`src/rtl/pwm_actuator_driver_if.sv`:
```
// rtl/pwm_actuator_driver_if.sv - control and drive signal bundle for pwm_actuator_driver
//
// Groups the loop-side control inputs and the PWM drive outputs so the
// controller and the driver connect through one port.
//   en            run enable (low = outputs off, soft restart)
//   duty_in       requested duty word, 0..255
//   duty_valid    one-clk strobe, capture duty_in
//   pwm_hi        high-side drive
//   pwm_lo        low-side drive
//   period_start  one-clk pulse at each PWM period start
//   duty_applied  duty currently in force
// Modports: master = loop controller side, slave = driver side.
interface pwm_actuator_driver_if;
    logic       en;
    logic [7:0] duty_in;
    logic       duty_valid;
    logic       pwm_hi;
    logic       pwm_lo;
    logic       period_start;
    logic [7:0] duty_applied;

    modport master (
        output en, duty_in, duty_valid,
        input  pwm_hi, pwm_lo, period_start, duty_applied
    );

    modport slave (
        input  en, duty_in, duty_valid,
        output pwm_hi, pwm_lo, period_start, duty_applied
    );
endinterface

```
`src/rtl/pwm_actuator_driver.sv`:
```
// rtl/pwm_actuator_driver.sv - fixed-frequency slew-limited PWM half-bridge driver
//
// Turns the 8-bit loop control word into a 256-tick PWM waveform. Duty is
// double-buffered (target register) and only moved into force at the period
// wrap, by at most SLEW counts per period.
//
// Ports:
//   clk    system clock
//   rst_n  asynchronous active-low reset
//   bus    pwm_actuator_driver_if.slave (en, duty_in, duty_valid in;
//          pwm_hi, pwm_lo, period_start, duty_applied out)
//
// Parameters:
//   PRESCALE  clk cycles per PWM counter tick, 1..65535
//   SLEW      max duty change per period, 0 = apply target directly
//   DEADTIME  dead band in clks, 1..255, only with PWM_ACTUATOR_DEADTIME_EN
//
// Optional feature macro: PWM_ACTUATOR_DEADTIME_EN (dead-band generator on
// the half-bridge outputs). Without it pwm_hi/pwm_lo are registered raw/~raw.
module pwm_actuator_driver #(
    parameter int PRESCALE = 1,
    parameter int SLEW     = 8,
    parameter int DEADTIME = 4
) (
    input  logic clk,
    input  logic rst_n,
    pwm_actuator_driver_if.slave bus
);

    localparam logic [15:0] PRE_LAST  = 16'(PRESCALE - 1);
    localparam int          SLEW_SAT  = (SLEW > 255) ? 255 : SLEW;
    localparam logic [7:0]  SLEW_STEP = 8'(SLEW_SAT);

    logic [15:0] prescaler;
    logic [7:0]  cnt;
    logic [7:0]  target;
    logic [7:0]  applied;
    logic [7:0]  applied_next;
    logic        period_start_q;
    logic        restart_pend;
    logic        pwm_hi_q;
    logic        pwm_lo_q;
    logic        tick;
    logic        wrap;
    logic        raw;

    assign tick = (prescaler == PRE_LAST);
    assign wrap = tick && (cnt == 8'hFF);
    assign raw  = (cnt < applied);

    // Slew step toward target; the min() is folded into the compare so the
    // result never passes the target and never wraps.
    always_comb begin
        applied_next = applied;
        if (SLEW == 0) begin
            applied_next = target;
        end else if (target > applied) begin
            if ((target - applied) > SLEW_STEP)
                applied_next = applied + SLEW_STEP;
            else
                applied_next = target;
        end else if (target < applied) begin
            if ((applied - target) > SLEW_STEP)
                applied_next = applied - SLEW_STEP;
            else
                applied_next = target;
        end
    end

    always_ff @(posedge clk or negedge rst_n) begin
        if (!rst_n) begin
            prescaler      <= '0;
            cnt            <= '0;
            target         <= '0;
            applied        <= '0;
            period_start_q <= 1'b0;
            restart_pend   <= 1'b1;
        end else begin
            // Target is written regardless of en; a write coincident with the
            // wrap is seen only at the next wrap because applied_next uses the
            // registered (old) target.
            if (bus.duty_valid)
                target <= bus.duty_in;

            if (!bus.en) begin
                prescaler      <= '0;
                cnt            <= '0;
                applied        <= '0;
                period_start_q <= 1'b0;
                restart_pend   <= 1'b1;
            end else begin
                prescaler      <= tick ? '0 : prescaler + 16'd1;
                // restart_pend marks the first tick after enable so the loop
                // gets a pacing pulse without waiting a whole period.
                period_start_q <= wrap || (tick && restart_pend);
                if (tick) begin
                    cnt          <= cnt + 8'd1;
                    restart_pend <= 1'b0;
                    if (cnt == 8'hFF)
                        applied <= applied_next;
                end
            end
        end
    end

`ifdef PWM_ACTUATOR_DEADTIME_EN
    localparam logic [7:0] DT_LAST = 8'(DEADTIME);

    logic       raw_prev;
    logic [7:0] dt_cnt;

    // Any raw edge drops both outputs and restarts the dead-band count; the
    // new side is driven only once raw has held for DEADTIME clks, so short
    // pulses are swallowed and the pair can never overlap.
    always_ff @(posedge clk or negedge rst_n) begin
        if (!rst_n) begin
            pwm_hi_q <= 1'b0;
            pwm_lo_q <= 1'b0;
            raw_prev <= 1'b0;
            dt_cnt   <= '0;
        end else if (!bus.en) begin
            pwm_hi_q <= 1'b0;
            pwm_lo_q <= 1'b0;
            raw_prev <= 1'b0;
            dt_cnt   <= '0;
        end else if (raw != raw_prev) begin
            raw_prev <= raw;
            dt_cnt   <= 8'd1;
            pwm_hi_q <= 1'b0;
            pwm_lo_q <= 1'b0;
        end else if (dt_cnt < DT_LAST) begin
            dt_cnt   <= dt_cnt + 8'd1;
            pwm_hi_q <= 1'b0;
            pwm_lo_q <= 1'b0;
        end else begin
            pwm_hi_q <= raw;
            pwm_lo_q <= ~raw;
        end
    end
`else
    always_ff @(posedge clk or negedge rst_n) begin
        if (!rst_n) begin
            pwm_hi_q <= 1'b0;
            pwm_lo_q <= 1'b0;
        end else if (!bus.en) begin
            pwm_hi_q <= 1'b0;
            pwm_lo_q <= 1'b0;
        end else begin
            pwm_hi_q <= raw;
            pwm_lo_q <= ~raw;
        end
    end
`endif

    assign bus.pwm_hi       = pwm_hi_q;
    assign bus.pwm_lo       = pwm_lo_q;
    assign bus.period_start = period_start_q;
    assign bus.duty_applied = applied;

endmodule

```
`src/flat_wrapper.sv`:
```
// flat-port wrapper written by rule: the top's interface ports become plain ports
module pwm_actuator_driver_flat 
#(
    parameter int PRESCALE = 1,
    parameter int SLEW     = 8,
    parameter int DEADTIME = 4
)
  (clk, rst_n, bus_en, bus_duty_in, bus_duty_valid, bus_pwm_hi, bus_pwm_lo, bus_period_start, bus_duty_applied);
  pwm_actuator_driver_if bus_i ();
  input  logic clk;
  input  logic rst_n;
  input wire logic [$bits(bus_i.en)-1:0] bus_en;
  input wire logic [$bits(bus_i.duty_in)-1:0] bus_duty_in;
  input wire logic [$bits(bus_i.duty_valid)-1:0] bus_duty_valid;
  output wire logic [$bits(bus_i.pwm_hi)-1:0] bus_pwm_hi;
  output wire logic [$bits(bus_i.pwm_lo)-1:0] bus_pwm_lo;
  output wire logic [$bits(bus_i.period_start)-1:0] bus_period_start;
  output wire logic [$bits(bus_i.duty_applied)-1:0] bus_duty_applied;
  assign bus_i.en = bus_en;
  assign bus_i.duty_in = bus_duty_in;
  assign bus_i.duty_valid = bus_duty_valid;
  assign bus_pwm_hi = bus_i.pwm_hi;
  assign bus_pwm_lo = bus_i.pwm_lo;
  assign bus_period_start = bus_i.period_start;
  assign bus_duty_applied = bus_i.duty_applied;
  pwm_actuator_driver #(.PRESCALE(PRESCALE), .SLEW(SLEW), .DEADTIME(DEADTIME)) u_core (.clk(clk), .rst_n(rst_n), .bus(bus_i));
endmodule
```
`config.mk`:
```
export PLATFORM = sky130hd
export DESIGN_NAME = pwm_actuator_driver_flat
export DESIGN_NICKNAME = d
export VERILOG_FILES = /design/src/rtl/pwm_actuator_driver_if.sv /design/src/rtl/pwm_actuator_driver.sv /design/src/flat_wrapper.sv
export SDC_FILE = /design/constraint.sdc
export NUM_CORES = 1
export LEC_CHECK = 0
export BUFFER_PORTS_ARGS = -buffer_cell sky130_fd_sc_hd__buf_4
export CORE_MARGIN = 2
export CORE_UTILIZATION = 50
export CTS_BUF_LIST = sky130_fd_sc_hd__clkbuf_8
export DETAILED_ROUTE_END_ITERATION = 8
export HOLD_SLACK_MARGIN = 0.03
export PLACE_DENSITY_LB_ADDON = 0.08
export RECOVER_POWER = 25
export SLEW_MARGIN = 15
export SYNTH_ARGS = -nofsm -noshare
export SYNTH_HDL_FRONTEND = slang
export SYNTH_SLANG_ARGS = --single-unit
```
`constraint.sdc`:
```
create_clock -name clk -period 2.9 [get_ports clk]
set_input_delay 0.435 -clock clk [delete_from_list [all_inputs] [get_ports clk]]
set_output_delay 0.435 -clock clk [all_outputs]
set_load 0.005 [all_outputs]
```
==> impl_metrics.json, run 1 <==
{
  "async_flop_share": 1.00,
  "fin_util": 0.584,
  "synth_top_area_share": 0.347,
  "post-place-ws_ns": 0.149,
  "rows": 28,
  "syn_to_final_growth_pct": 12.4,
  "crit_arrival_ns": 2.90,
  "rsz0062_at_grt": "false",
  "cts_buffers": 5,
  "worst-slew-pin-transition_ns": 0.643,
  "status": "finished, final reports clean",
  "clk_pin_slew_ns": 0.09,
  "synth_top_area_cell": "dfrtp_1",
  "synth_cells": 348,
  "grt_pass1_wl_um": 11500,
  "min_path_type": "primary input to async pin",
  "ant_nets": 0,
  "yosysWarnings": 0,
  "path_cells": "inv_1 -> ha_1 -> fa_1 -> nand2b_1 -> a21oi_1 -> mux2i_1 -> o311ai_1 -> or3_1 -> a221oi_1 -> o41ai_1",
  "gp_congestion": 0.867,
  "synthTopCellsByArea": "dfrtp_1, ha_1, nor2_1",
  "synth_cell_types": 57,
  "synth_ff_type": "dfrtp_1",
  "insertion_delay_ns": 0.30,
  "crit_path_max_fanout": 4,
  "port_buffers": 22,
  "firstDrtPassIters": 4,
  "layout_setup_ws_ns": 0.172,
  "grtUsageTotal": 0.221,
  "core_mm2": 0.00596,
  "ys_seq_area_frac": 0.356,
  "fillers": 555,
  "finalCriticalPeriod_ns": 2.73,
  "slowest_stage": "dfrtp_1",
  "muxShareOfSynthArea": 0.0230,
  "skew_ns": 0.00272,
  "start_util": 0.520,
  "netlist_area_mm2": 0.00310,
  "post-cts-setup-buffers": 0,
  "synth_top_family_by_area": "simple AND/OR/NAND/NOR gates",
  "synthAdderAreaFrac": 0.116,
  "synth_xor_area_frac": 0.0707,
  "cts_tree": "done",
  "max_stage_delay_ns": 0.38,
  "setup_tns_ns": 0,
  "fmax_ghz": 0.367,
  "hold_viol": 0,
  "startpoint_type": "flip-flop",
  "cts_max_level": 2,
  "layout.nets": 417,
  "ctsHoldBuffers": 0,
  "fin_crit_sh": 0.941,
  "rr_worst_depth": 10,
  "crit_required_ns": 3.07,
  "routed_wl_um": 6990,
  "diodes": 0,
  "power_mw": 1.33,
  "crit_path_end_kind": "flip-flop",
  "syn_avg_cell_area_um2": 8.90,
  "drc_errors": 0,
  "synth_edf_count": 0,
  "synth_compound_area_frac": 0.170,
  "clock-sinks": 44,
  "cts_root_buffer": "clkbuf_8",
  "max-vdd-ir-drop_mv": 0.332,
  "post-dp-hpwl_um": 5240,
  "grt_pass1_vias": 2458,
  "drtIter0Drc": 194,
  "synth_fp_nets": 388,
  "final-seq-area_mm2": 0.00110,
  "finalSetupViolCount": 0,
  "clockBufferDepth": 2,
  "maxSlewViolCount": 0,
  "dieArea_mm2": 0.00684,
  "rrSetupSlack_ns": 0.17,
  "io_pins": 23,
  "synthSimpleGateAreaFrac": 0.217,
  "yosysMostFrequentCell": "dfrtp_1",
  "multiInputGateArea_mm2": 0.00184,
  "die_w_um": 82.7,
  "power_density_mw_per_mm2": 382,
  "cts_resized": 0,
  "grt-ovfl-total": 0,
  "grt_max_degree": 45,
  "synth-seq-cells": 44,
  "rr_endpoint": "u_core.bus.duty_applied[4]",
  "antenna_found_initial": 0,
  "maxCapViolCount": 0,
  "crit_type": "flip-flop to flip-flop",
  "drt-wirelength-per-cell_um": 15.4,
  "slew_headroom": 0.565,
  "drive_gt1_frac": 0.153,
  "p_leak_nw": 1.55,
  "die_y_um": 82.7,
  "r2r-start": "u_core.target[0]",
  "drt-vias-per-instance": 5.71,
  "num_vias": 2587,
  "synth_top_cells_by_count": "dfrtp_1, nor2_1, nand2_1"
}
worst max-delay path: cells and delay by family, from the launching register on:
kind | cells | cell delay, ns
simple gates | 2 | 0.57
buf+inv | 1 | 0.07
fa+ha+maj | 2 | 0.58
mux | 1 | 0.20
flops | 1 | 0.38
compound gates | 4 | 0.80
final cells by class:
type,instances,area share
inverters,26,0.0280
repair buffers,33,0.0712
multi-input cells,267,0.530
clock inverters,2,0.00324
well taps,75,0.0270
clock buffers,6,0.0237
flip-flops and latches,44,0.317
cells by family after synthesis:
group	count (synthesis)
adder cells (fa/ha/maj)	28
AO/OA/AOI/OAI	72
XOR/XNOR	25
buffers and inverters	37
multiplexers	7
AND/OR/NAND/NOR	135
flip-flops	44
stage by stage:
step / instances / area [µm²] / hold slack, ns
after global routing: 453 / 3480 / 0.168
after detailed placement: 445 / 3390 / 0.469
final: 453 / 3480 / 0.128
after floorplan: 348 / 3100 / 0.139
after global placement: 445 / 3390 / 0.468
after CTS: 453 / 3480 / 0.142
flip-flops by register name, indices dropped and copies added, names as in the netlist:
signal and flops:
u_core.target 8, u_core.restart_pend 1, u_core.bus.duty_applied 8, u_core.bus.period_start 1, u_core.prescaler 16, u_core.bus.pwm_lo 1
u_core.bus.pwm_hi 1, u_core.cnt 8
how the worst max path moves through the flow:
stage                                     startpoint                         end  slack, ns  depth (start not counted)
after floorplan           u_core.bus.duty_applied[5]  u_core.bus.duty_applied[5]       0.25                         10
after global placement    u_core.bus.duty_applied[1]  u_core.bus.duty_applied[4]       0.22                          9
after detailed placement            u_core.target[0]  u_core.bus.duty_applied[2]       0.15                         10
after CTS                           u_core.target[0]  u_core.bus.duty_applied[2]       0.13                         10
after global routing      u_core.bus.duty_applied[2]  u_core.bus.duty_applied[4]     0.0001                         10
final                               u_core.target[0]  u_core.bus.duty_applied[4]       0.17                         10
power breakdown:
part | switching, mW | total (mW) | internal, mW
sequential | 0.0152 | 0.647 | 0.632
combinational | 0.160 | 0.273 | 0.114
clock | 0.219 | 0.410 | 0.190
total | 0.394 | 1.33 | 0.936
layout by cell type (no fill, tap or decap), types with 2 or more instances in the layout:
cell type / instances
clkbuf_8: 6
a211oi_2: 2
o211ai_1: 2
or3_1: 3
nor3_1: 4
o211a_1: 3
a221oi_1: 2
o31ai_1: 2
nand4_1: 5
mux2i_1: 6
nand2_1: 29
o21ba_2: 2
nor2b_1: 3
nor2_1: 42
buf_4: 33
or2_2: 2
o221ai_1: 3
a21o_1: 6
and4_1: 2
ha_1: 27
and3_1: 6
nand2b_1: 8
inv_1: 27
o31a_1: 4
o21ai_0: 17
xnor2_1: 10
dfrtp_1: 42
a21oi_1: 15
nand3_1: 18
xor2_1: 15
nor2_2: 2
nor4_1: 4
routing by layer:
metal  vias to the layer above  GRT usage  part of all wire
met5                         -          0                 0
li1                       1268          -                 -
met3                         6     0.0304             0.037
met1                      1260      0.304              0.47
met4                         0     0.0770            0.0087
met2                        53      0.358              0.48
No activity file was read; power rests on OpenSTA's default activity.
==> run 2, diff against run 1 <==
--- a/config.mk
+++ b/config.mk
@@ -5,6 +5,7 @@
 export SDC_FILE = /design/constraint.sdc
 export NUM_CORES = 1
 export LEC_CHECK = 0
+export ABC_AREA = 1
 export BUFFER_PORTS_ARGS = -buffer_cell sky130_fd_sc_hd__buf_4
 export CORE_MARGIN = 2
 export CORE_UTILIZATION = 50
==> run 2 against run 1 <==
Compared with the run above: critical path type unchanged; largest cell class unchanged; area after synthesis is 5.1% higher; non-clock buffer count is 9 lower; combinational power is 4% higher.
==> impl_metrics.json, run 2 <==
{
  "status": "finished, final reports clean",
  "grt_pass1_vias": 2863,
  "cts_resized": 0,
  "dieArea_mm2": 0.00717,
  "post-cts-setup-buffers": 0,
  "yosysMostFrequentCell": "nand2_1",
  "gp_congestion": 0.909,
  "worst-slew-pin-transition_ns": 1.09,
  "path_cells": "inv_1 -> ha_1 -> a21oi_1 -> nor2_1 -> nor3_1 -> nand2_1 -> nand2_2 -> inv_1 -> nand2_4 -> nand3b_2 -> nand3_1 -> nand2_1",
  "crit_path_max_fanout": 8,
  "netlist_area_mm2": 0.00325,
  "drt-vias-per-instance": 5.21,
  "syn_to_final_growth_pct": 10.5,
  "crit_type": "flip-flop to flip-flop",
  "yosysWarnings": 0,
  "async_flop_share": 1.00,
  "num_vias": 2938,
  "clockBufferDepth": 2,
  "firstDrtPassIters": 4,
  "fillers": 636,
  "critPathBufInv": 2,
  "cts_root_buffer": "clkbuf_8",
  "final_cell_mix": "nand2_1, inv_1, nand3_1",
  "skew_ns": 0.00577,
  "p_leak_nw": 1.85,
  "die_w_um": 84.7,
  "grt_pass1_wl_um": 13000,
  "fmax_ghz": 0.417,
  "max-vdd-ir-drop_mv": 0.223,
  "power_mw": 1.31,
  "whs_ns": 0.332,
  "synth_edf_count": 0,
  "synthTopCellsByArea": "dfrtp_1, nand2_1, ha_1",
  "grtUsageTotal": 0.222,
  "routed_wl_um": 7320,
  "layout_setup_ws_ns": 0.501,
  "slowest_stage": "dfrtp_1",
  "final_area_mm2": 0.00359,
  "maxSlewViolCount": 0,
  "drc_errors": 0,
  "crit_path_end_kind": "flip-flop",
  "fin_crit_sh": 0.827,
  "syn_avg_cell_area_um2": 7.07,
  "clk_pin_slew_ns": 0.08,
  "synth_top_cells_by_count": "nand2_1, inv_1, nand3_1",
  "placed_area_mm2": 0.00351,
  "startpoint_type": "flip-flop",
  "crit_arrival_ns": 2.59,
  "synth_ff_type": "dfrtp_1",
  "cts_max_level": 2,
  "ant_nets": 0,
  "post-place-ws_ns": 0.517,
  "start_util": 0.515,
  "power_density_mw_per_mm2": 366,
  "min_path_type": "primary input to async pin",
  "maxCapViolCount": 0,
  "hold_viol": 0,
  "cts_tree": "done",
  "synth_fp_nets": 500,
  "io_pins": 23,
  "ctsHoldBuffers": 0,
  "drtIter0Drc": 126,
  "finalCriticalPeriod_ns": 2.40,
  "setup_tns_ns": 0,
  "crit_required_ns": 3.09,
  "core_mm2": 0.00631,
  "drive_gt1_frac": 0.115,
  "slew_headroom": 0.274,
  "layout.nets": 526,
  "die_y_um": 84.7,
  "port_buffers": 22,
  "synth_cell_types": 31,
  "synth-seq-cells": 44,
  "ys_seq_area_frac": 0.339,
  "grt_max_degree": 45,
  "layout_commonest_cell": "nand2_1",
  "diodes": 0,
  "rows": 29,
  "rsz0062_at_grt": "false",
  "grt-ovfl-total": 0,
  "cp_top_family": "simple AND/OR/NAND/NOR gates",
  "synth_top_area_share": 0.331,
  "finalSetupViolCount": 0,
  "post-dp-hpwl_um": 5820,
  "drt-wirelength-per-cell_um": 13.0,
  "largest_reg_flops": 16,
  "insertion_delay_ns": 0.29,
  "antenna_found_initial": 0,
  "clock-sinks": 44,
  "regMostFlops": "u_core.prescaler",
  "synth_cells": 460,
  "cts_buffers": 5,
  "max_stage_delay_ns": 0.49,
  "synth_top_area_cell": "dfrtp_1"
}
==> run 2: cell count changes after synthesis, moves of 6 or more <==
| cell | delta |
|---|---|
| nand2_1 | +89 |
| inv_1 | +51 |
| nand3_1 | +34 |
| nand4_1 | +10 |
| nor2_1 | -10 |
| xnor2_1 | -10 |
| nand2b_1 | -8 |
| xor2_1 | -8 |
| nand2_2 | +7 |
| a21o_1 | -6 |
| a21oi_1 | +6 |
| and3_1 | -6 |
| mux2i_1 | -6 |
==> run 2: final cells by class <==
cell class              count  area (µm²)  share of cell area
multi-input cells         332        1830               0.510
repair buffers             24         178              0.0494
well taps                  77        96.3              0.0268
inverters                  79         297              0.0825
flip-flops and latches     44        1100               0.307
clock inverters             2        7.51             0.00209
clock buffers               6        82.6              0.0230
==> run 2: kinds of logic after synthesis <==
kind of cell | Yosys count | synth area share
and+or+nand+nor | 249 | 0.355
adders and majority gates | 28 | 0.110
buffers and inverters | 84 | 0.0981
xor gates and xnor gates | 7 | 0.0188
AOI/OAI and AO/OA | 48 | 0.0792
DFF | 44 | 0.339
==> run 2: final timing paths <==
path / start / to / slack (ns) / cells after the start
setup / recovery: u_core.bus.duty_applied[5] / u_core.bus.duty_applied[0] / 0.50 / 12
hold / removal: rst_n / u_core.cnt[2] / 0.33 / 1
setup reg to reg: u_core.bus.duty_applied[5] / u_core.bus.duty_applied[0] / 0.50 / 12
hold reg to reg: u_core.prescaler[0] / u_core.prescaler[0] / 0.52 / 1
max in group asynchronous: rst_n / u_core.bus.duty_applied[5] / 1.90 / 1
min in group clk: bus_duty_in[6] / u_core.target[6] / 0.35 / 3
==> run 2: metal layers <==
layer | vias to the layer above | track usage | part of all wire | wire length, µm
met1 | 1362 | 0.285 | 0.46 | 3350
met5 | - | 0 | 0 | 0
met4 | 0 | 0.0678 | 0.018 | 129
li1 | 1529 | - | - | -
met3 | 11 | 0.0305 | 0.023 | 165
met2 | 36 | 0.387 | 0.50 | 3680
==> run 2: report_power, final <==
part,switching (mW),internal [mW]
sequential,0.0144,0.631
combinational,0.189,0.0955
clock,0.197,0.187
==> run 2: per-stage QoR <==
step                      instances  utilization
after floorplan                 460            -
after global placement          556        0.555
after detailed placement        556        0.555
after CTS                       564        0.570
after global routing            564        0.569
final                           564        0.569
==> run 3, diff against run 2 <==
--- a/config.mk
+++ b/config.mk
@@ -5,7 +5,7 @@
 export SDC_FILE = /design/constraint.sdc
 export NUM_CORES = 1
 export LEC_CHECK = 0
-export ABC_AREA = 1
+export ABC_AREA = 0
 export BUFFER_PORTS_ARGS = -buffer_cell sky130_fd_sc_hd__buf_4
 export CORE_MARGIN = 2
 export CORE_UTILIZATION = 50
==> constraint.sdc (replaced) <==
create_clock -name clk -period 2 [get_ports clk]
set_input_delay 0.3 -clock clk [delete_from_list [all_inputs] [get_ports clk]]
set_output_delay 0.3 -clock clk [all_outputs]
set_load 0.005 [all_outputs]
==> run 3 against run 2 <==
Compared with the run above: the run now ends with negative setup slack left; sequential share of layout area down 4.7 points; hold slack got worse by 0.13 ns; via count is 3.3% lower; combinational power rose by 120%; clock-buffer cell count fell by 1; clock power rose by 110%; maximum frequency shrank 8.2%; worst setup slack worse by 1.1 ns; critical path type unchanged; largest power group unchanged; highest routed layer unchanged.
==> impl_metrics.json, run 3 (synthesized netlist as in run 1, its figures left out) <==
{
  "status": "complete, but fails checks",
  "violations": "negative setup slack",
  "die_w_um": 82.7,
  "grt_pass1_vias": 2722,
  "start_util": 0.520,
  "crit_type": "flip-flop to flip-flop",
  "cts_root_buffer": "clkbuf_8",
  "r2r-start": "u_core.target[0]",
  "setup_tns_ns": -4.71,
  "cts_tree": "done",
  "crit_path_end_kind": "flip-flop",
  "hold_depth": 3,
  "routed_wl_um": 8020,
  "io_pins": 23,
  "grt_pass1_wl_um": 13000,
  "crit_arrival_ns": 2.83,
  "layout_setup_ws_ns": -0.613,
  "rrSetupSlack_ns": -0.61,
  "cts_max_level": 2,
  "place_inst": 502,
  "maxCapViolCount": 0,
  "rr_worst_depth": 12,
  "crit_required_ns": 2.22,
  "final-seq-area_mm2": 0.00110,
  "fmax_ghz": 0.383,
  "drtIter0Drc": 142,
  "core_mm2": 0.00596,
  "final_cell_mix": "buf_4, dfrtp_1, nor2_1",
  "holdPathEnd": "u_core.target[1]",
  "port_buffers": 22,
  "firstDrtPassIters": 4,
  "drt-vias-per-instance": 5.48,
  "instances_no_fill": 519,
  "layout_commonest_cell": "buf_4",
  "finalSetupViolCount": 10,
  "gp_congestion": 0.842,
  "grt-ovfl-total": 0,
  "drive_gt1_frac": 0.342,
  "post-dp-hpwl_um": 5840,
  "startpoint_type": "flip-flop",
  "maxSlewViolCount": 0,
  "power_density_mw_per_mm2": 558,
  "insertion_delay_ns": 0.30,
  "whs_ns": 0.207,
  "power_mw": 2.37,
  "drc_errors": 0,
  "clk_pin_slew_ns": 0.09,
  "antenna_found_initial": 0,
  "syn_to_final_growth_pct": 37.5,
  "rsz0062_at_grt": "true",
  "finalCriticalPeriod_ns": 2.61,
  "fillers": 458,
  "worst-slew-pin-transition_ns": 1.13,
  "crit_path_max_fanout": 4,
  "regMostFlops": "u_core.prescaler",
  "rr_endpoint": "u_core.bus.duty_applied[3]",
  "grtUsageTotal": 0.249,
  "ant_nets": 0,
  "dieArea_mm2": 0.00684,
  "clockBufferDepth": 2,
  "clock-sinks": 44,
  "grt_max_degree": 45,
  "slew_headroom": 0.247,
  "largest_reg_flops": 16,
  "min_path_type": "primary input to flip-flop",
  "max-vdd-ir-drop_mv": 0.411,
  "rows": 28,
  "drt-wirelength-per-cell_um": 15.5,
  "skew_ns": 0.0155,
  "p_leak_nw": 1.91,
  "min-delay-start": "bus_duty_in[1]",
  "multiInputGateArea_mm2": 0.00209,
  "hold_viol": 0,
  "layout.nets": 483,
  "num_vias": 2842,
  "post-place-ws_ns": -0.652,
  "cts_buffers": 5,
  "fin_crit_sh": 1.31,
  "diodes": 0,
  "die_y_um": 82.7
}
run 3: power breakdown:
group | internal, mW | switching, mW | leakage [nW]
registers | 0.916 | 0.0198 | 0.589
logic | 0.303 | 0.324 | 1.26
clock network | 0.495 | 0.316 | 0.0695
run 3: worst max path at each step:
| stage | startpoint | to | depth (start not counted) |
|---|---|---|---|
| 6_report | u_core.target[0] | u_core.bus.duty_applied[3] | 12 |
| 5_1_grt | u_core.bus.duty_applied[0] | u_core.bus.duty_applied[4] | 9 |
| 4_1_cts | u_core.target[0] | u_core.bus.duty_applied[2] | 11 |
| 3_5_place_dp | u_core.bus.duty_applied[2] | u_core.bus.duty_applied[3] | 9 |
| 3_3_place_gp | u_core.bus.duty_applied[2] | u_core.bus.duty_applied[3] | 10 |
| 2_1_floorplan | u_core.bus.duty_applied[0] | u_core.bus.duty_applied[2] | 9 |
run 3: area by class of cell:
type                    count  share of cell area
multi-input cells         267               0.491
clock inverters             3              0.0150
inverters                  26              0.0229
well taps                  75              0.0220
clock buffers               5              0.0162
flip-flops and latches     44               0.259
repair buffers             99               0.174
run 3: layer usage:
metal	routed length, µm	track usage	vias to the layer above	part of all wire
met3	211	0.0348	10	0.026
li1	-	-	1410	-
met4	85	0.0557	0	0.011
met2	4050	0.436	44	0.50
met1	3680	0.327	1378	0.46
met5	0	0	-	0
run 3: per-stage QoR:
stage,area (µm²),utilization
floorplan,3160,-
global placement,3870,0.649
detailed placement,3870,0.649
CTS,4100,0.688
global route,4260,0.715
finish,4260,0.715
run 3: critical path, cell delays in order, from the launching register on:
cell and delay [ns]:
dfrtp_1 0.38, inv_2 0.06, ha_4 0.16, fa_2 0.36, nand2b_4 0.17, buf_6 0.12
a21oi_4 0.15, a2111oi_4 0.08, or2_4 0.29, nor4_4 0.33, buf_4 0.19, o21ai_1 0.05
a31oi_1 0.18
run 3: what timing repair did:
item / 4_1_cts / 5_1_grt
resized for setup: 14 / 29
hold buffers: 1 / 0
hold endpoints to repair: 43 / 0
pin swaps: 13 / 14
endpoints found under the setup margin: 10 / 12
setup buffers: 2 / 6
